$ cat config.mk
export PLATFORM = sky130hd
export DESIGN_NAME = reg_dump
export DESIGN_NICKNAME = d
export VERILOG_FILES = /design/src/rtl/reg_dump_pkg.sv /design/src/rtl/reg_dump_fifo.sv /design/src/rtl/reg_dump.sv
export SDC_FILE = /design/constraint.sdc
export NUM_CORES = 1
export LEC_CHECK = 0
export CAP_MARGIN = 0
export CORE_MARGIN = 2
export CORE_UTILIZATION = 33
export DETAILED_ROUTE_END_ITERATION = 10
export MAX_ROUTING_LAYER = met4
export PLACE_DENSITY_LB_ADDON = 0.15
export SYNTH_ARGS = -nofsm -noshare
export SYNTH_HDL_FRONTEND = slang
export SYNTH_SLANG_ARGS = --single-unit
$ cat constraint.sdc
create_clock -name CLK -period 7.47 [get_ports CLK]
set_clock_uncertainty 0.2 [all_clocks]
set_input_delay 1.494 -clock CLK [delete_from_list [all_inputs] [get_ports CLK]]
set_output_delay 1.494 -clock CLK [all_outputs]
set_load 0.02 [all_outputs]
$ cat src/rtl/reg_dump_pkg.sv
// Shared definitions for the register dump engine: FSM state encoding and
// the default data/index widths.
package reg_dump_pkg;

  localparam int DEFAULT_W = 8;
  localparam int DEFAULT_D = 4;

  typedef enum logic [1:0] {
    IDLE   = 2'd0,
    SCAN   = 2'd1,
    DRAIN  = 2'd2,
    FINISH = 2'd3
  } dump_state_t;

  // Occupancy after one cycle of a two-slot buffer.
  function automatic logic [1:0] level_after(input logic [1:0] level,
                                             input logic        push,
                                             input logic        pop);
    logic [1:0] result;
    result = level;
    if (push && !pop) result = level + 2'd1;
    else if (!push && pop) result = level - 2'd1;
    return result;
  endfunction

endpackage

$ cat src/rtl/reg_dump_fifo.sv
// dump_fifo: two-slot circular buffer. The head slot is read straight from
// its register, so the head stays still until it is popped.
module dump_fifo
  import reg_dump_pkg::*;
#(
  parameter int WIDTH = 8
) (
  input  logic             CLK,
  input  logic             Reset,
  input  logic             push,
  input  logic [WIDTH-1:0] push_data,
  input  logic             pop,
  output logic [WIDTH-1:0] head_data,
  output logic             empty,
  output logic             full
);

  logic [WIDTH-1:0] mem_reg [2];
  logic             wr_ptr_reg;
  logic             rd_ptr_reg;
  logic [1:0]       level_reg;
  logic             do_push;
  logic             do_pop;
  logic [1:0]       slot_we;

  assign empty = (level_reg == 2'd0);
  assign full  = (level_reg == 2'd2);

  // A push into a full buffer is only taken when the head leaves the same
  // cycle; the freed slot is exactly the one wr_ptr points at.
  assign do_pop  = pop && !empty;
  assign do_push = push && (!full || do_pop);

  genvar gi;
  generate
    for (gi = 0; gi < 2; gi++) begin : g_slot_we
      assign slot_we[gi] = do_push && (wr_ptr_reg == 1'(gi));
    end
  endgenerate

  always_ff @(posedge CLK) begin
    if (Reset) begin
      for (int i = 0; i < 2; i++) mem_reg[i] <= '0;
    end else begin
      for (int i = 0; i < 2; i++) begin
        if (slot_we[i]) mem_reg[i] <= push_data;
      end
    end
  end

  always_ff @(posedge CLK) begin
    if (Reset) begin
      wr_ptr_reg <= 1'b0;
      rd_ptr_reg <= 1'b0;
      level_reg  <= 2'd0;
    end else begin
      if (do_push) wr_ptr_reg <= ~wr_ptr_reg;
      if (do_pop)  rd_ptr_reg <= ~rd_ptr_reg;
      level_reg <= level_after(level_reg, do_push, do_pop);
    end
  end

  assign head_data = mem_reg[rd_ptr_reg];

endmodule

$ cat src/rtl/reg_dump.sv
// reg_dump: walks a window of a register file and streams {index, value}
// entries through a ready/valid port. Define REG_DUMP_PARITY_EN to add an
// even-parity bit stored alongside each entry (out_parity).
module reg_dump
  import reg_dump_pkg::*;
#(
  parameter int W = DEFAULT_W,
  parameter int D = DEFAULT_D
) (
  input  logic         CLK,
  input  logic         Reset,
  input  logic         Start,
  input  logic [D-1:0] first_index,
  input  logic [D:0]   count,
  output logic [D-1:0] reg_index,
  input  logic [W-1:0] Reg_out,
  output logic         out_valid,
  input  logic         out_ready,
  output logic [W-1:0] out_data,
  output logic [D-1:0] out_index,
`ifdef REG_DUMP_PARITY_EN
  output logic         out_parity,
`endif
  output logic         Busy,
  output logic         Done
);

`ifdef REG_DUMP_PARITY_EN
  localparam int EW = W + D + 1;
`else
  localparam int EW = W + D;
`endif

  dump_state_t state_reg, state_next;
  logic [D-1:0] cur_index_reg, cur_index_next;
  logic [D:0]   remaining_reg, remaining_next;

  logic          push;
  logic          pop;
  logic          fifo_empty;
  logic          fifo_full;
  logic [EW-1:0] push_entry;
  logic [EW-1:0] head_entry;

  assign pop = out_valid && out_ready;

`ifdef REG_DUMP_PARITY_EN
  assign push_entry = {^Reg_out, Reg_out, cur_index_reg};
  assign out_parity = head_entry[W+D];
`else
  assign push_entry = {Reg_out, cur_index_reg};
`endif

  always_ff @(posedge CLK) begin
    if (Reset) begin
      state_reg     <= IDLE;
      cur_index_reg <= '0;
      remaining_reg <= '0;
    end else begin
      state_reg     <= state_next;
      cur_index_reg <= cur_index_next;
      remaining_reg <= remaining_next;
    end
  end

  always_comb begin
    state_next     = state_reg;
    cur_index_next = cur_index_reg;
    remaining_next = remaining_reg;
    push           = 1'b0;
    case (state_reg)
      IDLE: begin
        if (Start) begin
          remaining_next = count;
          if (count != '0) begin
            cur_index_next = first_index;
            state_next     = SCAN;
          end else begin
            state_next = FINISH;
          end
        end
      end
      SCAN: begin
        if (!fifo_full || pop) begin
          push           = 1'b1;
          remaining_next = remaining_reg - (D+1)'(1);
          // The index is left on the last read rather than stepping past it.
          if (remaining_reg == (D+1)'(1)) state_next = DRAIN;
          else cur_index_next = cur_index_reg + D'(1);
        end
      end
      DRAIN: begin
        if (fifo_empty) state_next = FINISH;
      end
      FINISH: begin
        state_next = IDLE;
      end
      default: begin
        state_next = IDLE;
      end
    endcase
  end

  dump_fifo #(
    .WIDTH(EW)
  ) u_fifo (
    .CLK      (CLK),
    .Reset    (Reset),
    .push     (push),
    .push_data(push_entry),
    .pop      (pop),
    .head_data(head_entry),
    .empty    (fifo_empty),
    .full     (fifo_full)
  );

  assign reg_index = cur_index_reg;
  assign out_valid = !fifo_empty;
  assign out_data  = head_entry[W+D-1:D];
  assign out_index = head_entry[D-1:0];
  assign Busy      = (state_reg != IDLE);
  assign Done      = (state_reg == FINISH);

endmodule
Yosys cells after proc, flatten, opt, wreduce, memory -nomap -nowiden
Memories as Yosys holds them, arrays and structs flattened. A register that Yosys moved wholly into a read port is not among the register bits.
Cells that the tools add are included.
W data, S select, Z words.
- bits of input ports: 21
- memories: 1
- register bits: 15
- output and inout port bits: 19
- memory bits (writable): 24
- word-level logic and storage cells: 78
- memory list (name ; depth ; bits a word ; read ports ; clocked after Yosys merged registers in ; write ports ; RTL line ; RTL):
    u_fifo.mem_reg ; 2 ; 12 ; 1 ; 1 ; 2 ; reg_dump_fifo.sv:18 ; logic [WIDTH-1:0] mem_reg [2];
- bitwise operators: 4
- reductions and logical operators: 22
- eq/ne operators: 11
- multiplexer cells: 30
- add/subtract/negate cells: 4
- operators by type and width (kind ; number):
    $mux W12 ; 2
    $mux W4 ; 4
    $mux W2 ; 7
    $mux W1 ; 12
    $mux W5 ; 2
    $ne A2 B2 Y1 const B ; 5
    $pmux W5 S2 ; 1
    $pmux W2 S4 ; 1
    $pmux W4 S2 ; 1
    $logic_and A1 B1 Y1 ; 7
    $eq A2 B2 Y1 const B ; 3
    $reduce_bool A2 Y1 ; 3
    $eq A5 B1 Y1 const B ; 1
    $reduce_and A5 Y1 ; 1
    $reduce_bool A5 Y1 ; 1
    $sub A5 B1 Y5 const B ; 1
    $add A4 B1 Y4 const B ; 1
    $logic_not A1 Y1 ; 4
    $logic_not A2 Y1 ; 2
    $reduce_and A4 Y1 ; 1
    $reduce_and A3 Y1 ; 1
    $add A2 B1 Y2 const B ; 1
    $eq A2 B1 Y1 const B ; 1
    $logic_or A1 B1 Y1 ; 2
    4 further kinds ; 6

Logic depth before layout (Yosys ltp)
Gate-level depths: netlist of the first run.
- depth in word-level cells: 12
- depth in mapped cells: 10
- depth with buffers taken out: 8

Cells and area by module
From an unflattened synthesis of the first run, not the netlist that was laid out.
- cell total of the unflattened synthesis: 179
- area, all modules: 2024.4 um^2
- by module, submodules not included (module ; seq. area each (um^2) ; instances ; area each (um^2) ; cells each):
    dump_fifo ; 820.8 ; 1 ; 1224.9 ; 78
    reg_dump ; 220.2 ; 1 ; 799.5 ; 101

Least setup slack after synthesis of the first run
Ideal clock, no wire load.
- kind: input-to-reg
- start: input port out_ready
- end: register u_fifo.level_reg[1]
- data arrival time: 2.919 ns
- setup time: 0.071 ns
- path slack: 4.281 ns
- cell stages on the path: 6
- data required time: 7.199 ns
- buffers on the path: 1
- cell sequence: nor3b_4 > nor2_1 > clkbuf_1 > ha_1 > or3_1 > a21oi_1
- cells in the longest elaborated chain, start to end: 8
- elaborated cells between the ends (all ways): 13
- those cells by class: 3 x mux; 10 x reduce/logical
- RTL lines (what ; RTL line ; RTL):
    start, declared ; reg_dump.sv:18 ; input logic out_ready,
    $logic_and A1 B1 Y1 * ; reg_dump.sv:45 ; assign pop = out_valid && out_ready;
    $logic_or A1 B1 Y1 ; reg_dump.sv:84 ; if (!fifo_full || pop) begin
    $mux W1 ; reg_dump.sv:84 ;
    $mux W1 ; reg_dump.sv:71 ; case (state_reg)
    $logic_and A1 B1 Y1 ; reg_dump_fifo.sv:32 ; assign do_push = push && (!full || do_pop);
    $logic_not A1 Y1 ; reg_dump_pkg.sv:22 ; else if (!push && pop) result = level - 2'd1;
    $logic_and A1 B1 Y1 ; reg_dump_pkg.sv:22 ;
    $reduce_bool A2 Y1 (no line) ; - ;
    end signal, assigned ; reg_dump_fifo.sv:59 ; level_reg <= level_after(level_reg, do_push, do_pop);
    end, declared ; reg_dump_fifo.sv:21 ; logic [1:0] level_reg;
Mark *: on every way between the ends. The rest lies on a longest branch, timed or not.
A chain may end at the register's enable or synchronous reset.

Worst setup path after layout of the first run
Same ends and word-level chain as after synthesis.

==> results.json, run 1 <==
{
  "status": "finished, final reports clean",
  "cts_tree": "yes",
  "totalWireLength_um": 4290,
  "worstSetupEndpointType": "register",
  "slowest_stage": "nor2_1",
  "n_antenna_cell": 0,
  "largest_reg_flops": 24,
  "p_total_mw": 0.969,
  "placed_cells": 280,
  "area_growth_pct": 27.5,
  "nNetsFinal": 242,
  "path_cells": "clkdlybuf4s50_1, nor3b_4, nor2_1, ha_1, or3_1, a21oi_1",
  "finalHoldViolations": 0,
  "timing.critical_path.max_delay_family": "simple AND/OR/NAND/NOR gates",
  "worst-slew-pin-transition_ns": 1.15,
  "leakage_nw": 0.982,
  "fp.dieH_um": 81.7,
  "drive_above_1_share": 0.141,
  "drt_pass1_iterations": 4,
  "synth_area_leaders": "edfxtp_1 36%, dfxtp_1 16%, mux2_2 7.3%, ha_1 5.7%, and3_1 3.8%",
  "synth.top_cell.area_share": 0.362,
  "crit_type": "primary input to register",
  "grt_max_degree": 27,
  "core_area_sq_mm": 0.00589,
  "drt-initial-drc-count": 68,
  "clockRootBuffer": "clkbuf_8",
  "instances_no_fill": 288,
  "antenna_found_initial": 0,
  "syn_area_per_cell_sq_um": 11.5,
  "cp-start-kind": "primary input",
  "start_util": 0.338,
  "portBuffers": 39,
  "critical_path_buf_inv_count": 1,
  "netlist_instances": 173,
  "period_needed_ns": 3.67,
  "ir_drop_uv": 146,
  "finalSetupTns_ns": 0,
  "final.hold.worst_slack_ns": 0.314,
  "final_util": 0.432,
  "cp.required_ns": 7.49,
  "synth_edf_count": 24,
  "setup_violations": 0,
  "num_vias": 1437,
  "die_w_um": 81.7,
  "synth_seq_cells": 40,
  "worst_hold_path_type": "register to register",
  "place_ws_ns": 3.49,
  "io_pins": 40,
  "cts_buffer_depth": 2,
  "syn-cell-area_sq_mm": 0.00199,
  "maxCapViolCount": 0,
  "clock_latency_ns": 0.29,
  "vias_per_cell": 4.99,
  "cts_sinks": 40,
  "grt_overflow": 0,
  "drt-wirelength-per-cell_um": 14.9,
  "ys_types": 43,
  "syn-num-nets": 203,
  "htree_levels": 2,
  "final_area_sq_mm": 0.00254,
  "rsz0062_at_grt": "false",
  "async_flop_share": 0,
  "cts_buffers": 5,
  "powerDensity_mw_per_mm2": 381,
  "holdBufCountCts": 0,
  "hpwl_um": 3000,
  "timing.fmax_mhz": 272,
  "yosysSeqAreaShare": 0.523,
  "yosysWarnings": 0,
  "postRouteAntennaNets": 0,
  "drv_slew": 0,
  "postPlaceCellArea_sq_mm": 0.00246,
  "clkSlewWorstSetupHoldPaths_ns": 0.08,
  "post-route-period-util": 0.491,
  "first_global_vias": 1459,
  "slew_headroom": 0.231,
  "layout_setup_ws_ns": 3.80,
  "slowest_delay_ns": 0.67,
  "cts_setup_buffers": 0,
  "fp.dieArea_sq_mm": 0.00667,
  "cts_resized": 0,
  "drc_errors": 0,
  "track_usage": 0.147,
  "finalWeightedCongestion": 0.842,
  "crit_fanout": 15,
  "synth_ff_type": "edfxtp_1",
  "synth_top_area_cell": "edfxtp_1",
  "rows": 28,
  "grt_pass1_wl_um": 7140,
  "crit_arrival_ns": 3.69
}
worst paths after layout:
path	to	cells after the start	start	slack (ns)
worst max register to register	u_fifo.level_reg[1]	8	state_reg[1]	4.60
worst min register to register	u_fifo.level_reg[1]	2	u_fifo.level_reg[1]	0.31
worst max-delay path	u_fifo.level_reg[1]	6	out_ready	3.80
worst min-delay path	u_fifo.level_reg[1]	2	u_fifo.level_reg[1]	0.31
placed cells by master, fill, tap and decap left out, drive strengths merged, types with 2 or more instances in the layout:
cell and count:
nand3 2, nor2b 4, o22ai 2, mux2i 4, mux2 13, xor2 3
nor2 12, a21oi 9, ha 9, dfxtp 16, a311oi 3, nand2 10
inv 11, clkdlybuf4s50 39, clkbuf 6, and3 12, a211oi 3, edfxtp 24
o31ai 2, o21ai 6
worst reg2reg max path, stage by stage (launching register included):
cell and delay (ns):
dfxtp_1 0.35, inv_1 0.11, ha_1 0.15, buf_4 0.29, inv_1 0.12, nor2_1 0.68
ha_1 0.41, or3_1 0.36, a21oi_1 0.13
synthesized netlist by cell type, types with 2 or more instances:
| library cell | n |
|---|---|
| mux2i_1 | 4 |
| and3_1 | 12 |
| a211oi_1 | 3 |
| nor2b_1 | 4 |
| xor2_1 | 3 |
| a21oi_1 | 8 |
| mux2_2 | 13 |
| edfxtp_1 | 24 |
| ha_1 | 9 |
| o22ai_1 | 2 |
| o21ai_0 | 5 |
| inv_1 | 11 |
| a311oi_1 | 3 |
| buf_2 | 2 |
| nand2_1 | 10 |
| dfxtp_1 | 16 |
| clkbuf_1 | 5 |
| o31ai_1 | 2 |
| nor2_1 | 12 |
| nand3_1 | 2 |
report_power, final:
group	total (mW)	internal [mW]	switching [mW]
Clock	0.138	0.0647	0.0734
Combinational	0.471	0.220	0.251
Sequential	0.360	0.305	0.0554
Total	0.969	0.590	0.379
kinds of logic (layout without fill, tap and decap cells):
kind of cell | after synthesis | in the layout | share of synthesized area
compound gates | 35 | 35 | 0.135
fa+ha+maj | 9 | 9 | 0.0565
flops | 40 | 40 | 0.523
buf+inv | 19 | 59 | 0.0371
xor+xnor | 4 | 4 | 0.0176
mux | 17 | 17 | 0.0936
simple gates | 49 | 49 | 0.138
metal layers:
layer / part of all wire / global-route usage
met2: 0.49 / 0.241
met3: 0.036 / 0.0396
met4: 0.010 / 0.0383
met1: 0.47 / 0.179
met5: 0 / -
layout make-up:
type / count / area, sq um
multi-input combinational: 114 / 882
clock inverter: 2 / 11.3
fill: 559 / 3350
clock buffer: 6 / 72.6
inverter: 11 / 41.3
timing repair buffer: 40 / 398
sequential: 40 / 1040
tap: 75 / 93.8
(Power assumes the default switching activity.)
==> run 2, diff against run 1 <==
clock period = 3.38 ns   (was 7.47 ns; I/O delays follow)
==> run 2 against run 1 <==
Against the previous run: worst hold slack better by 0.012 ns; final area up 2.5%; sequential cell count stayed put; wire length increased by 0.70%; count of clock-buffer cells in the layout increased by 1; combinational power increased by 130%; sequential share of layout area fell by 0.99 points; largest power group unchanged; highest routed layer unchanged.
==> results.json, run 2 (same netlist as run 1, synthesis figures left out) <==
{
  "worst-slew-pin-transition_ns": 0.533,
  "seq_area_sq_mm": 0.00104,
  "worst_hold_path_type": "register to register",
  "cts_setup_buffers": 0,
  "instances_no_fill": 292,
  "layout_common_cells": "39 x clkdlybuf4s50_1, 24 x edfxtp_1, 16 x dfxtp_1",
  "cts_resized": 0,
  "p_total_mw": 2.24,
  "vias_per_cell": 5.02,
  "cts_tree": "yes",
  "crit_arrival_ns": 1.90,
  "slew_headroom": 0.644,
  "drive_above_1_share": 0.166,
  "timing.fmax_mhz": 360,
  "final_util": 0.442,
  "clockRootBuffer": "clkbuf_8",
  "portBuffers": 39,
  "antenna_found_initial": 0,
  "status": "finished, final reports clean",
  "leakage_nw": 1.02,
  "clock_latency_ns": 0.30,
  "postPlaceCellArea_sq_mm": 0.00249,
  "clkSlewWorstSetupHoldPaths_ns": 0.08,
  "drv_slew": 0,
  "crit_type": "register to output pin",
  "rsz0062_at_grt": "false",
  "placed_cells": 284,
  "num_vias": 1467,
  "fillerInstances": 547,
  "cp.required_ns": 2.50,
  "grt_overflow": 0,
  "cp-start-kind": "register",
  "place_ws_ns": 0.545,
  "drt-initial-drc-count": 62,
  "post-route-period-util": 0.822,
  "drt_pass1_iterations": 4,
  "multi_input_area_sq_um": 882,
  "grt_max_degree": 18,
  "setup_violations": 0,
  "cts_sinks": 40,
  "layout_setup_ws_ns": 0.603,
  "drt-wirelength-per-cell_um": 14.8,
  "maxCapViolCount": 0,
  "cts_buffers": 5,
  "grt_pass1_wl_um": 6710,
  "crit_fanout": 12,
  "track_usage": 0.141,
  "drc_errors": 0,
  "core_area_sq_mm": 0.00589,
  "totalWireLength_um": 4320,
  "finalWeightedCongestion": 0.803,
  "period_needed_ns": 2.78,
  "finalSetupTns_ns": 0,
  "die_w_um": 81.7,
  "fp.dieH_um": 81.7,
  "hpwl_um": 3090,
  "powerDensity_mw_per_mm2": 862,
  "area_growth_pct": 30.7,
  "finalHoldViolations": 0,
  "layout_commonest_cell": "clkdlybuf4s50_1",
  "first_global_vias": 1425,
  "rows": 28,
  "nNetsFinal": 246,
  "n_antenna_cell": 0,
  "largest_reg_flops": 24,
  "fp.dieArea_sq_mm": 0.00667,
  "final.hold.worst_slack_ns": 0.326,
  "worstSetupEndpointType": "output pin",
  "io_pins": 40,
  "final_area_sq_mm": 0.00260,
  "holdBufCountCts": 0,
  "ir_drop_uv": 340,
  "postRouteAntennaNets": 0,
  "cts_buffer_depth": 2,
  "start_util": 0.338,
  "htree_levels": 2
}
## run 2: cell count changes in the layout (fill, tap and decap cells not counted)
cell	previous run	this run
clkbuf_1	1	0
clkbuf_16	0	1
clkinv_1	1	0
clkinvlp_4	1	0
buf_4	1	5
clkbuf_8	5	6
clkinv_4	0	1
## run 2: power by group
part	switching (mW)	leakage, nW	internal [mW]
clock	0.169	0.0596	0.212
sequential	0.124	0.383	0.672
combinational	0.556	0.580	0.511
## run 2: cell type report
class | count | share of cell area
Clock buffer | 7 | 0.0413
Timing Repair Buffer | 44 | 0.164
Multi-Input combinational cell | 114 | 0.339
Tap cell | 75 | 0.0361
Inverter | 11 | 0.0159
Clock inverter | 1 | 0.00337
Sequential cell | 40 | 0.400
## run 2: final timing paths
path,startpoint,endpoint,slack [ns],cells past startpoint
setup / recovery,register,out_index[0],0.60,2
hold / removal,u_fifo.rd_ptr_reg,u_fifo.rd_ptr_reg,0.33,2
hold reg to reg,u_fifo.rd_ptr_reg,u_fifo.rd_ptr_reg,0.33,2
setup reg to reg,state_reg[1],u_fifo.mem_reg[1][7],0.95,7
## run 2: layer usage
metal / part of all wire / track usage
met5: 0 / -
met4: 0.022 / 0.0850
met3: 0.043 / 0.0308
met1: 0.44 / 0.167
met2: 0.49 / 0.220
## run 2: worst max-delay path, stage by stage (launching register included)
cell,delay [ns]
dfxtp_1,0.66
mux2_2,0.41
clkdlybuf4s50_1,0.54
